[config.mk]
export PLATFORM = sky130hd
export DESIGN_NAME = imem_loader
export DESIGN_NICKNAME = d
export VERILOG_FILES = /design/src/rtl/imem_loader.sv
export SDC_FILE = /design/constraint.sdc
export NUM_CORES = 1
export LEC_CHECK = 0
export BUFFER_PORTS_ARGS = -buffer_cell sky130_fd_sc_hd__clkbuf_2
export CORE_ASPECT_RATIO = 0.5
export CORE_UTILIZATION = 50
export DETAILED_ROUTE_END_ITERATION = 7
export PLACE_DENSITY = 0.74
export SLEW_MARGIN = 0
export SYNTH_ARGS = -nofsm -noshare
export SYNTH_HDL_FRONTEND = slang
export SYNTH_SLANG_ARGS = --single-unit
[constraint.sdc]
create_clock -name clk -period 1.9 [get_ports clk]
set_clock_uncertainty 0.1 [all_clocks]
set_input_delay 0.19 -clock clk [delete_from_list [all_inputs] [get_ports clk]]
set_output_delay 0.19 -clock clk [all_outputs]
set_load 0.05 [all_outputs]
[src/rtl/imem_loader.sv]
// imem_loader: writer side of the instruction memory.
// Collects a big-endian byte stream over a valid/ready handshake, packs each
// group of DATA_WIDTH/8 bytes into one instruction word and writes the words
// to consecutive addresses (wrapping modulo 2^ADDR_WIDTH). cpu_hold freezes
// the fetch PC while a load is in progress.
// Optional feature macro: IMEM_LOADER_CHECKSUM_EN adds a running XOR of all
// words written during the current load on output 'checksum'.
module imem_loader #(
    parameter int ADDR_WIDTH = 8,
    parameter int DATA_WIDTH = 32
) (
    input  logic                  clk,
    input  logic                  rst,
    input  logic                  load_start,
    input  logic [ADDR_WIDTH-1:0] load_base,
    input  logic [ADDR_WIDTH:0]   load_count,
    input  logic                  byte_valid,
    input  logic [7:0]            byte_data,
    output logic                  byte_ready,
    output logic                  imem_we,
    output logic [ADDR_WIDTH-1:0] imem_waddr,
    output logic [DATA_WIDTH-1:0] imem_wdata,
    output logic                  busy,
    output logic                  cpu_hold,
    output logic                  done
`ifdef IMEM_LOADER_CHECKSUM_EN
    ,
    output logic [DATA_WIDTH-1:0] checksum
`endif
);

    localparam int BYTES_PER_WORD = DATA_WIDTH / 8;
    localparam int CNT_W          = $clog2(BYTES_PER_WORD + 1);
    localparam int WCNT_W         = ADDR_WIDTH + 1;

    typedef enum logic [1:0] {
        S_IDLE,
        S_COLLECT,
        S_WRITE,
        S_DONE
    } state_t;

    state_t                state;
    logic [CNT_W-1:0]      byte_cnt;
    logic [WCNT_W-1:0]     word_cnt;
    logic [ADDR_WIDTH-1:0] addr;
    logic [DATA_WIDTH-1:0] asm_word;
    logic [DATA_WIDTH-1:0] asm_next;

    // Shift the incoming byte in at the bottom so the first byte ends up in the MSBs
    always_comb begin
        asm_next = (asm_word << 8) | DATA_WIDTH'(byte_data);
    end

    assign cpu_hold = busy;

    // Loader FSM with all outputs registered alongside the state
    always_ff @(posedge clk) begin
        if (rst) begin
            state      <= S_IDLE;
            byte_cnt   <= '0;
            word_cnt   <= '0;
            addr       <= '0;
            asm_word   <= '0;
            byte_ready <= 1'b0;
            imem_we    <= 1'b0;
            imem_waddr <= '0;
            imem_wdata <= '0;
            busy       <= 1'b0;
            done       <= 1'b0;
`ifdef IMEM_LOADER_CHECKSUM_EN
            checksum   <= '0;
`endif
        end else begin
            case (state)
                S_IDLE: begin
                    if (load_start) begin
                        byte_cnt <= '0;
`ifdef IMEM_LOADER_CHECKSUM_EN
                        checksum <= '0;
`endif
                        if (load_count != '0) begin
                            addr       <= load_base;
                            word_cnt   <= load_count;
                            byte_ready <= 1'b1;
                            busy       <= 1'b1;
                            state      <= S_COLLECT;
                        end else begin
                            done  <= 1'b1;
                            state <= S_DONE;
                        end
                    end
                end

                S_COLLECT: begin
                    if (byte_valid) begin
                        asm_word <= asm_next;
                        if (byte_cnt == CNT_W'(BYTES_PER_WORD - 1)) begin
                            byte_cnt   <= '0;
                            byte_ready <= 1'b0;
                            imem_we    <= 1'b1;
                            imem_waddr <= addr;
                            imem_wdata <= asm_next;
                            state      <= S_WRITE;
                        end else begin
                            byte_cnt <= byte_cnt + CNT_W'(1);
                        end
                    end
                end

                S_WRITE: begin
                    imem_we  <= 1'b0;
                    addr     <= addr + ADDR_WIDTH'(1);
                    word_cnt <= word_cnt - WCNT_W'(1);
`ifdef IMEM_LOADER_CHECKSUM_EN
                    checksum <= checksum ^ imem_wdata;
`endif
                    if (word_cnt == WCNT_W'(1)) begin
                        busy  <= 1'b0;
                        done  <= 1'b1;
                        state <= S_DONE;
                    end else begin
                        byte_ready <= 1'b1;
                        state      <= S_COLLECT;
                    end
                end

                S_DONE: begin
                    done  <= 1'b0;
                    state <= S_IDLE;
                end

                default: begin
                    byte_ready <= 1'b0;
                    imem_we    <= 1'b0;
                    busy       <= 1'b0;
                    done       <= 1'b0;
                    state      <= S_IDLE;
                end
            endcase
        end
    end

endmodule

# Yosys cells after proc, flatten, opt, wreduce, memory -nomap -nowiden
# Index checks and enable logic that the tools add are counted.
[word_totals]
word_cells = 74
output_inout_bits = 45
register_bits = 90
[classes]
reduce_logical = 16
addsub = 3
mux = 31
bitwise_logic = 1
n_eq_ne = 12
[ops]
columns = ["cell", "count"]
rows = [
  ["$or A32 B8 Y32", 1],
  ["$mux W9", 2],
  ["$pmux W9 S2", 1],
  ["$mux W8", 2],
  ["$pmux W8 S2", 1],
  ["$reduce_and A3 Y1", 5],
  ["$ne A2 B2 Y1 const B", 7],
  ["$mux W1", 11],
  ["$mux W2", 5],
  ["$eq A9 B1 Y1 const B", 1],
  ["$mux W3", 3],
  ["$reduce_bool A9 Y1", 1],
  ["$sub A9 B1 Y9 const B", 1],
  ["$add A8 B1 Y8 const B", 1],
  ["$pmux W2 S4", 1],
  ["$reduce_and A4 Y1", 2],
  ["$pmux W1 S3", 2],
  ["$pmux W3 S2", 1],
  ["$reduce_and A6 Y1", 1],
  ["$reduce_bool A2 Y1", 3],
  ["$reduce_bool A3 Y1", 2],
  ["$eq A2 B2 Y1 const B", 2],
  ["$pmux W1 S2", 2],
  ["$add A3 B1 Y3 const B", 1],
  ["other kinds (4)", 4],
]

# Longest topological paths before layout
# Gate-level depths: netlist of run 1.
[depth]
ltp_word = 4
ltp_mapped = 6
depth_no_buf = 6

# Least setup slack after synthesis of run 1
# OpenSTA, ideal clock, no wires.
[synth_timing]
path_kind = "reg2reg"
from = "reg word_cnt[0]"
to = "reg byte_ready"
stages_incl_launch_ff = 6
arrival_ns = 1.260
required_time_ns = 1.667
path_slack_ns = 0.407
path_cell_list = "dfxtp_1 -> ha_1 -> nor4b_1 -> nand3_2 -> a21oi_1 -> nor3_1"
[synth_between]
elab_chain_cells = 3
[synth_rtl]
columns = ["item", "line", "source"]
rows = [
  ["start: declaration", "45", "logic [WCNT_W-1:0] word_cnt;"],
  ["start signal: assignment", "84", "word_cnt <= load_count;"],
  ["start signal: assignment", "114", "word_cnt <= word_cnt - WCNT_W'(1);"],
  ["$eq A9 B1 Y1", "118", "if (word_cnt == WCNT_W'(1)) begin"],
  ["$ne A2 B2 Y1 (no source line)", "--", ""],
  ["$reduce_and A6 Y1 (no source line)", "--", ""],
  ["end signal: assignment", "100", "byte_ready <= 1'b0;"],
  ["end signal: assignment", "123", "byte_ready <= 1'b1;"],
  ["end signal: assignment", "134", "byte_ready <= 1'b0;"],
  ["end: declaration", "19", "output logic byte_ready,"],
]
# No other way between the ends.
# A chain may end at the register's enable or synchronous reset.

# Worst setup path after layout of run 1
[layout_timing]
from = "in load_count[4]"
to = "reg addr[0]"
[layout_between]
elab_chain_cells = 3
[layout_rtl]
columns = ["item", "line", "source"]
rows = [
  ["start: declaration", "16", "input logic [ADDR_WIDTH:0] load_count,"],
  ["$reduce_bool A9 Y1", "82", "if (load_count != '0) begin"],
  ["$ne A2 B2 Y1 (no source line)", "--", ""],
  ["$reduce_and A3 Y1 (no source line)", "--", ""],
  ["end signal: assignment", "83", "addr <= load_base;"],
  ["end signal: assignment", "113", "addr <= addr + ADDR_WIDTH'(1);"],
  ["end: declaration", "46", "logic [ADDR_WIDTH-1:0] addr;"],
]
# No other way between the ends.

==> results of run 1 <==
## cell type report
| type | instances | area (um^2) | area share (%) |
|---|---|---|---|
| clock buffers | 12 | 267 | 5.75 |
| repair buffers | 99 | 621 | 13.4 |
| clock inverters | 4 | 33.8 | 0.728 |
| multi-input cells | 345 | 1770 | 38.2 |
| well taps | 92 | 115 | 2.48 |
| inverters | 7 | 26.3 | 0.566 |
| flip-flops and latches | 90 | 1800 | 38.9 |
## path summary, 6_finish.rpt
kind                                     start             end  slack, ns  depth (start not counted)
worst min-delay path              load_base[1]         addr[1]       0.01                          3
worst max register to register        state[0]   imem_waddr[3]       0.21                          6
worst max-delay path             load_count[4]         addr[0]       0.19                          7
worst min register to register  imem_wdata[24]  imem_wdata[24]       0.36                          2
## routing by layer
metal  wire [um]  track usage [%]
met1        4210             30.4
met2        4000             40.0
met3         500             7.99
met4         106             7.47
met5           0                0
## critical path, stage by stage
cell and delay, ns:
dlygate4sd3_1 0.53, clkbuf_2 0.12, nor3_2 0.29, a31oi_1 0.16, buf_4 0.20, a211oi_1 0.24
a211oi_1 0.07
## report_power, final
group          switching [mW]  leakage (nW)  internal (mW)
Sequential             0.0750         0.730           1.94
Combinational           0.283         0.899          0.201
Clock                   0.746         0.145           1.00
## placed cells by master, fill, tap and decap left out, types with 4 or more instances in the layout
cell type      netlist  layout
ha_1                 4       4
nor2_1              13      13
nand2b_1             4       4
dfxtp_1             90      89
a21oi_1             92      92
nor3b_1              5       5
dlygate4sd3_1        0       9
clkbuf_16            0       9
clkbuf_2             0      72
nand2_1            147     147
buf_4                9      14
nor3_1               7       6
a21o_1               5       5
nand3_1              8       8
o21ai_0             14      14
inv_1                7       7
## through the flow
step / hold WS [ns] / setup slack [ns] / std cells
after floorplan: 0.226 / 0.407 / 475
after global placement: 0.332 / 0.162 / 624
after detailed placement: 0.338 / 0.130 / 624
after CTS: 0.00776 / 0.0632 / 649
after global routing: 0.0165 / 0.0532 / 649
final: 0.0123 / 0.195 / 649
## registers in the layout (all words and copies together), names as in the netlist
signal	cells
imem_wdata	32
asm_word	24
word_cnt	9
addr	8
imem_waddr	8
byte_cnt	3
state	2
busy	1
byte_ready	1
done	1
imem_we	1
## kinds of logic (layout without fill, tap and decap cells)
group                      Yosys count  in the layout  share of synthesized area [%]
DFF                                 90             90                           47.8
AOI/OAI and AO/OA                  134            134                           19.9
and+or+nand+nor                    205            205                           24.9
buffers and inverters               40            122                           5.61
adders and majority gates            4              4                           1.33
muxes                                1              1                          0.265
xor gates and xnor gates             1              1                          0.232
## timing repair
| item | in CTS | in global routing |
|---|---|---|
| endpoints found under the setup margin | 0 | 14 |
| hold buffers | 9 | 0 |
| setup buffers | 0 | 0 |
| resized for setup | 0 | 3 |
| endpoints found under the hold margin | 16 | 0 |
==> results.json, run 1 <==
{
  "chipWidth_um": 125,
  "synth_flop_cell": "dfxtp_1",
  "yosysWarningCount": 0,
  "syn-mean-instance-area_um2": 7.94,
  "syn_nets": 508,
  "min_period_ns": 1.71,
  "ir_drop_uv": 579,
  "finalInstanceArea_um2": 4640,
  "crit_arrival_ns": 1.81,
  "grt_setup_unrepaired": "false",
  "wire_per_inst_um": 13.6,
  "violations": "DRC",
  "setup_viol": 0,
  "clock_latency_ns": 0.34,
  "cts_tree": "done",
  "cp_max_fo": 9,
  "route.vias.total": 3480,
  "yosys-top-cells-count": "nand2_1, a21oi_1, dfxtp_1, o21ai_0, nor2_1",
  "antenna_found_initial": 0,
  "die_area_um2": 7920,
  "ios": 74,
  "grt.total_usage_pct": 24.3,
  "clock_sinks": 90,
  "worst_pin_slew_ns": 0.588,
  "hold_viol_final": 0,
  "period_share_pct": 89.7,
  "status": "complete, but fails checks",
  "slew_headroom_pct": 60.8,
  "root_buffer": "clkbuf_16",
  "synth_edf_count": 0,
  "max-clock-path-buffers": 2,
  "synth_top_cell_area_share_pct": 47.8,
  "drv_cap": 0,
  "drt_iter0_drc": 251,
  "synthesis.area_um2": 3770,
  "grt_pass1_wl_um": 15300,
  "slew_viol_final": 0,
  "hp-class": "in2reg",
  "port_buffers": 73,
  "core_area_um2": 6990,
  "initial_core_util_pct": 54.0,
  "hpwl_um": 5700,
  "power-per-cell-area_nw_per_um2": 916,
  "rows": 21,
  "syn_inst": 475,
  "nets": 585,
  "synth_most_common_cell": "nand2_1",
  "routed_wl_um": 8810,
  "place_congestion": 0.854,
  "synth_area_leaders": "dfxtp_1, nand2_1, a21oi_1",
  "p_leak_nw": 1.77,
  "routed_via_density": 5.36,
  "cts-buffers-inserted": 9,
  "endpoint_kind": "flop",
  "worstSetupPathType": "in2reg",
  "drt-pass1-iter-count": 6,
  "ys_ff_latch": 90,
  "fin_total_pwr_mw": 4.25,
  "async_flop_share_pct": 0,
  "max_freq_mhz": 587,
  "synth_cell_types": 46,
  "yosys.area.top_type": "dfxtp_1",
  "clkTransAtPathRegs_ns": 0.06,
  "syn2layout_area_growth_pct": 23.0,
  "grt_max_degree": 42,
  "first_global_vias": 3319,
  "grt_overflow": 0,
  "diodes": 0,
  "synth_seq_area_share_pct": 47.8,
  "fin_util_pct": 66.4,
  "ant_nets": 0,
  "tns_ns": 0,
  "dpl_cell_area_um2": 4230,
  "die-height_um": 63.4,
  "drc_errors": 8,
  "drive_above_1_share_pct": 21.4,
  "h-tree-depth": 3,
  "nFillCells": 631,
  "cp-start-kind": "primary input",
  "required_ns": 2.00
}
No activity file was read; power rests on OpenSTA's default activity.
==> run 2: changes to the inputs <==
- CORE_MARGIN: unset -> 1.5
==> results.json, run 2 (synthesis results as in run 1) <==
{
  "grt_setup_unrepaired": "false",
  "cp_max_fo": 11,
  "nFillCells": 653,
  "setup_viol": 0,
  "slew_headroom_pct": 61.8,
  "crit_family": "compound AO/OA/AOI/OAI gates",
  "drv_cap": 0,
  "root_buffer": "clkbuf_16",
  "place_congestion": 0.787,
  "wl_met1_um": 4020,
  "hp-class": "in2reg",
  "syn2layout_area_growth_pct": 23.4,
  "cp_slowest_cell": "dfxtp_1",
  "core_area_um2": 7320,
  "routed_wl_um": 8940,
  "status": "complete, but fails checks",
  "wire_per_inst_um": 13.7,
  "most-common-layout-cells": "nand2_1, a21oi_1, dfxtp_1",
  "max-clock-path-buffers": 2,
  "hpwl_um": 5800,
  "port_buffers": 73,
  "period_share_pct": 89.6,
  "ant_nets": 0,
  "drt_iter0_drc": 281,
  "cp-start-kind": "flop",
  "antenna_found_initial": 0,
  "min_period_ns": 1.70,
  "cts_setup_buffers": 0,
  "rows": 22,
  "grt_pass1_wl_um": 15200,
  "crit_top_cell": "a211oi_1",
  "critPathBufInv": 1,
  "cts-buffers-inserted": 9,
  "crit_arrival_ns": 1.80,
  "ios": 74,
  "violations": "DRC",
  "power-per-cell-area_nw_per_um2": 925,
  "max_freq_mhz": 587,
  "drt-pass1-iter-count": 7,
  "setup_ws_ns": 0.197,
  "worstSetupPathType": "reg2reg",
  "route.vias.total": 3501,
  "wl_met3_um": 486,
  "clock_sinks": 90,
  "clkTransAtPathRegs_ns": 0.06,
  "drc_errors": 3,
  "dr_wl_met2_um": 4360,
  "top_layer": "met4",
  "endpoint_kind": "flop",
  "grt_max_degree": 42,
  "crit_chain": "nor4_4 > a31oi_1 > buf_4 > a211oi_1 > a211oi_1",
  "layout_commonest_cell": "nand2_1",
  "largest_reg_flops": 32,
  "die-height_um": 64.4,
  "grt_overflow": 0,
  "slew_viol_final": 0,
  "die_area_um2": 8110,
  "diodes": 0,
  "drive_above_1_share_pct": 21.1,
  "critical-path-max-stage-delay_ns": 0.44,
  "largest-register": "imem_wdata",
  "dp_slack_ns": 0.107,
  "h-tree-depth": 3,
  "p_leak_nw": 1.78,
  "tns_ns": 0,
  "required_ns": 2.00,
  "chipWidth_um": 126,
  "hold_viol_final": 0,
  "nets": 584,
  "initial_core_util_pct": 51.5,
  "ir_drop_uv": 648,
  "grt.total_usage_pct": 23.6,
  "first_global_vias": 3275,
  "worst_pin_slew_ns": 0.573,
  "reg_top3": "imem_wdata: 32 flops, asm_word: 24 flops, word_cnt: 9 flops",
  "clock_latency_ns": 0.34,
  "cts_tree": "done",
  "routed_via_density": 5.38
}
## run 2: area by class of cell
class                           instances  area (um^2)  area share (%)
Clock buffer                           10          239            5.13
Timing Repair Buffer                   98          636            13.7
Clock inverter                          5         63.8            1.37
Inverter                                7         26.3           0.564
Tap cell                               96          120            2.58
Sequential cell                        90         1800            38.7
Multi-Input combinational cell        345         1770            38.0
## run 2: worst register-to-register path, delay by kind of cell, from the launching register on
kind | cells | cell delay, ns
simple gates | 1 | 0.37
buf+inv | 1 | 0.19
compound gates | 3 | 0.45
flops | 1 | 0.44
## run 2: routing by layer
metal / track usage (%) / up-vias
met5: 0 / -
met4: 8.05 / 0
li1: - / 1772
met3: 6.61 / 8
met2: 38.8 / 89
met1: 30.3 / 1632
## run 2: through the flow
| stage | std cells | instance area, um^2 | hold WS (ns) | power, mW | util (%) |
|---|---|---|---|---|---|
| floorplan | 475 | 3770 | 0.226 | 2.38 | - |
| global placement | 628 | 4260 | 0.334 | 2.52 | 58.2 |
| detailed placement | 628 | 4260 | 0.340 | 2.52 | 58.2 |
| CTS | 651 | 4650 | 0.00486 | 4.32 | 63.4 |
| global route | 651 | 4660 | 0.0159 | 4.47 | 63.6 |
| finish | 651 | 4660 | 0.0109 | 4.31 | 63.6 |
## run 2: worst paths after layout
check	startpoint	to	slack, ns	cells past startpoint
max	state[0]	addr[0]	0.20	5
min	load_count[4]	word_cnt[4]	0.01	3
max reg2reg	state[0]	addr[0]	0.20	5
min reg2reg	imem_wdata[15]	imem_wdata[15]	0.35	2
## run 2: power by group
group / switching, mW / internal, mW / leakage (nW)
clock network: 0.744 / 1.06 / 0.145
logic: 0.280 / 0.206 / 0.905
registers: 0.0753 / 1.94 / 0.730
## run 2: what timing repair did
item	4_1_cts	5_1_grt
hold buffers	8	0
gates resized for setup	0	2
endpoints found under the hold margin	15	0
setup endpoints to repair	0	14
==> run 3: changes to the inputs <==
- ABC_AREA: unset -> 0
- CAP_MARGIN: unset -> 20
- PLACE_DENSITY: 0.74 -> 0.69
==> results.json, run 3 (synthesis results as in run 1) <==
{
  "drt-pass1-iter-count": 6,
  "nFillCells": 690,
  "hpwl_um": 5610,
  "port_buffers": 73,
  "wire_per_inst_um": 13.5,
  "place_congestion": 0.825,
  "period_share_pct": 89.3,
  "slew_headroom_pct": 62.9,
  "max_freq_mhz": 589,
  "diodes": 0,
  "cts_tree": "done",
  "violations": "DRC",
  "h-tree-depth": 3,
  "first_global_vias": 3166,
  "root_buffer": "clkbuf_16",
  "fin_util_pct": 62.8,
  "drive_above_1_share_pct": 20.9,
  "hp-class": "in2reg",
  "slew_viol_final": 0,
  "grt_pass1_wl_um": 14800,
  "cp_max_fo": 10,
  "worstSetupPathType": "reg2reg",
  "core_area_um2": 7320,
  "busiest_layer": "met2",
  "clkTransAtPathRegs_ns": 0.06,
  "min_period_ns": 1.70,
  "clock_sinks": 90,
  "die-height_um": 64.4,
  "required_ns": 2.02,
  "grt.total_usage_pct": 22.9,
  "grt_max_degree": 61,
  "worst_pin_slew_ns": 0.552,
  "rows": 22,
  "fin_cells": 652,
  "syn2layout_area_growth_pct": 21.8,
  "max-clock-path-buffers": 2,
  "hold_viol_final": 0,
  "cp_slowest_cell": "dfxtp_1",
  "critical-path-max-stage-delay_ns": 0.54,
  "use_met1_pct": 29.9,
  "routed_wl_um": 8790,
  "setup_viol": 0,
  "cts-buffers-inserted": 9,
  "initial_core_util_pct": 51.5,
  "min_from": "load_base[1]",
  "crit_start": "state[1]",
  "tns_ns": 0,
  "most-common-layout-cells": "nand2_1, a21oi_1, dfxtp_1",
  "nets": 584,
  "worst_hold_slack_ns": 0.00785,
  "grt_util_met2_pct": 37.9,
  "critPathBufInv": 1,
  "power-per-cell-area_nw_per_um2": 908,
  "crit_arrival_ns": 1.82,
  "ios": 74,
  "crit_family": "flip-flops",
  "chipWidth_um": 126,
  "layout_commonest_cell": "nand2_1",
  "reg_top3": "imem_wdata: 32 flops, asm_word: 24 flops, word_cnt: 9 flops",
  "crit_chain": "buf_4 > and3b_1 > nor2_1 > mux2i_1 > nor2_1",
  "grt_setup_unrepaired": "false",
  "antenna_found_initial": 0,
  "crit_top_cell": "nor2_1",
  "routed_via_density": 5.29,
  "route.vias.total": 3446,
  "drc_errors": 3,
  "cp-start-kind": "flop",
  "rr_startpoint": "state[1]",
  "clock_latency_ns": 0.34,
  "endpoint_kind": "flop",
  "drt_iter0_drc": 219,
  "ir_drop_uv": 628,
  "grt_overflow": 0,
  "dp_cells": 628,
  "largest-register": "imem_wdata",
  "met3_usage_pct": 6.11,
  "largest_reg_flops": 32,
  "drv_cap": 0,
  "die_area_um2": 8110,
  "p_leak_nw": 1.75,
  "ant_nets": 0,
  "status": "complete, but fails checks"
}
[run 3: worst paths after layout]
check | end | slack (ns) | cells after the start
worst max-delay path | byte_cnt[0] | 0.20 | 5
worst min-delay path | addr[1] | 0.008 | 3
worst max register to register | byte_cnt[0] | 0.20 | 5
worst min register to register | imem_wdata[27] | 0.35 | 2
[run 3: timing repair]
item                                    CTS  global route
setup buffers                             0             0
gates resized for setup                   0             1
hold buffers                              8             0
endpoints found under the setup margin    0             6
endpoints found under the hold margin    15             0
[run 3: layer usage]
layer  part of all wire, %  vias up
li1                      -     1758
met5                     0        -
met2                    46       67
met1                    49     1612
met4                  0.77        0
met3                   4.9        9
[run 3: worst reg2reg max path, cell delays in order (launching register included)]
cell,delay (ns)
dfxtp_1,0.54
buf_4,0.21
and3b_1,0.21
nor2_1,0.24
mux2i_1,0.23
nor2_1,0.06
[run 3: cell type report]
type                    count  area [um^2]  share of cell area [%]
clock buffers              11          243                    5.28
repair buffers             98          598                    13.0
well taps                  96          120                    2.61
clock inverters             5         38.8                   0.844
flip-flops and latches     90         1800                    39.2
inverters                   7         26.3                   0.572
multi-input cells         345         1770                    38.5
[run 3: report_power, final]
part	internal, mW	switching (mW)	leakage, nW	total (mW)
registers	1.94	0.0722	0.729	2.02
logic	0.201	0.285	0.887	0.486
clock network	0.929	0.741	0.136	1.67
total	3.07	1.10	1.75	4.17
[run 3: stage by stage]
stage	setup slack (ns)	instance area [um^2]	power, mW
3_3_place_gp	0.217	4230	2.52
3_5_place_dp	0.162	4230	2.52
4_1_cts	0.146	4590	4.19
2_1_floorplan	0.407	3770	2.38
6_report	0.204	4600	4.17
5_1_grt	0.0290	4600	4.36
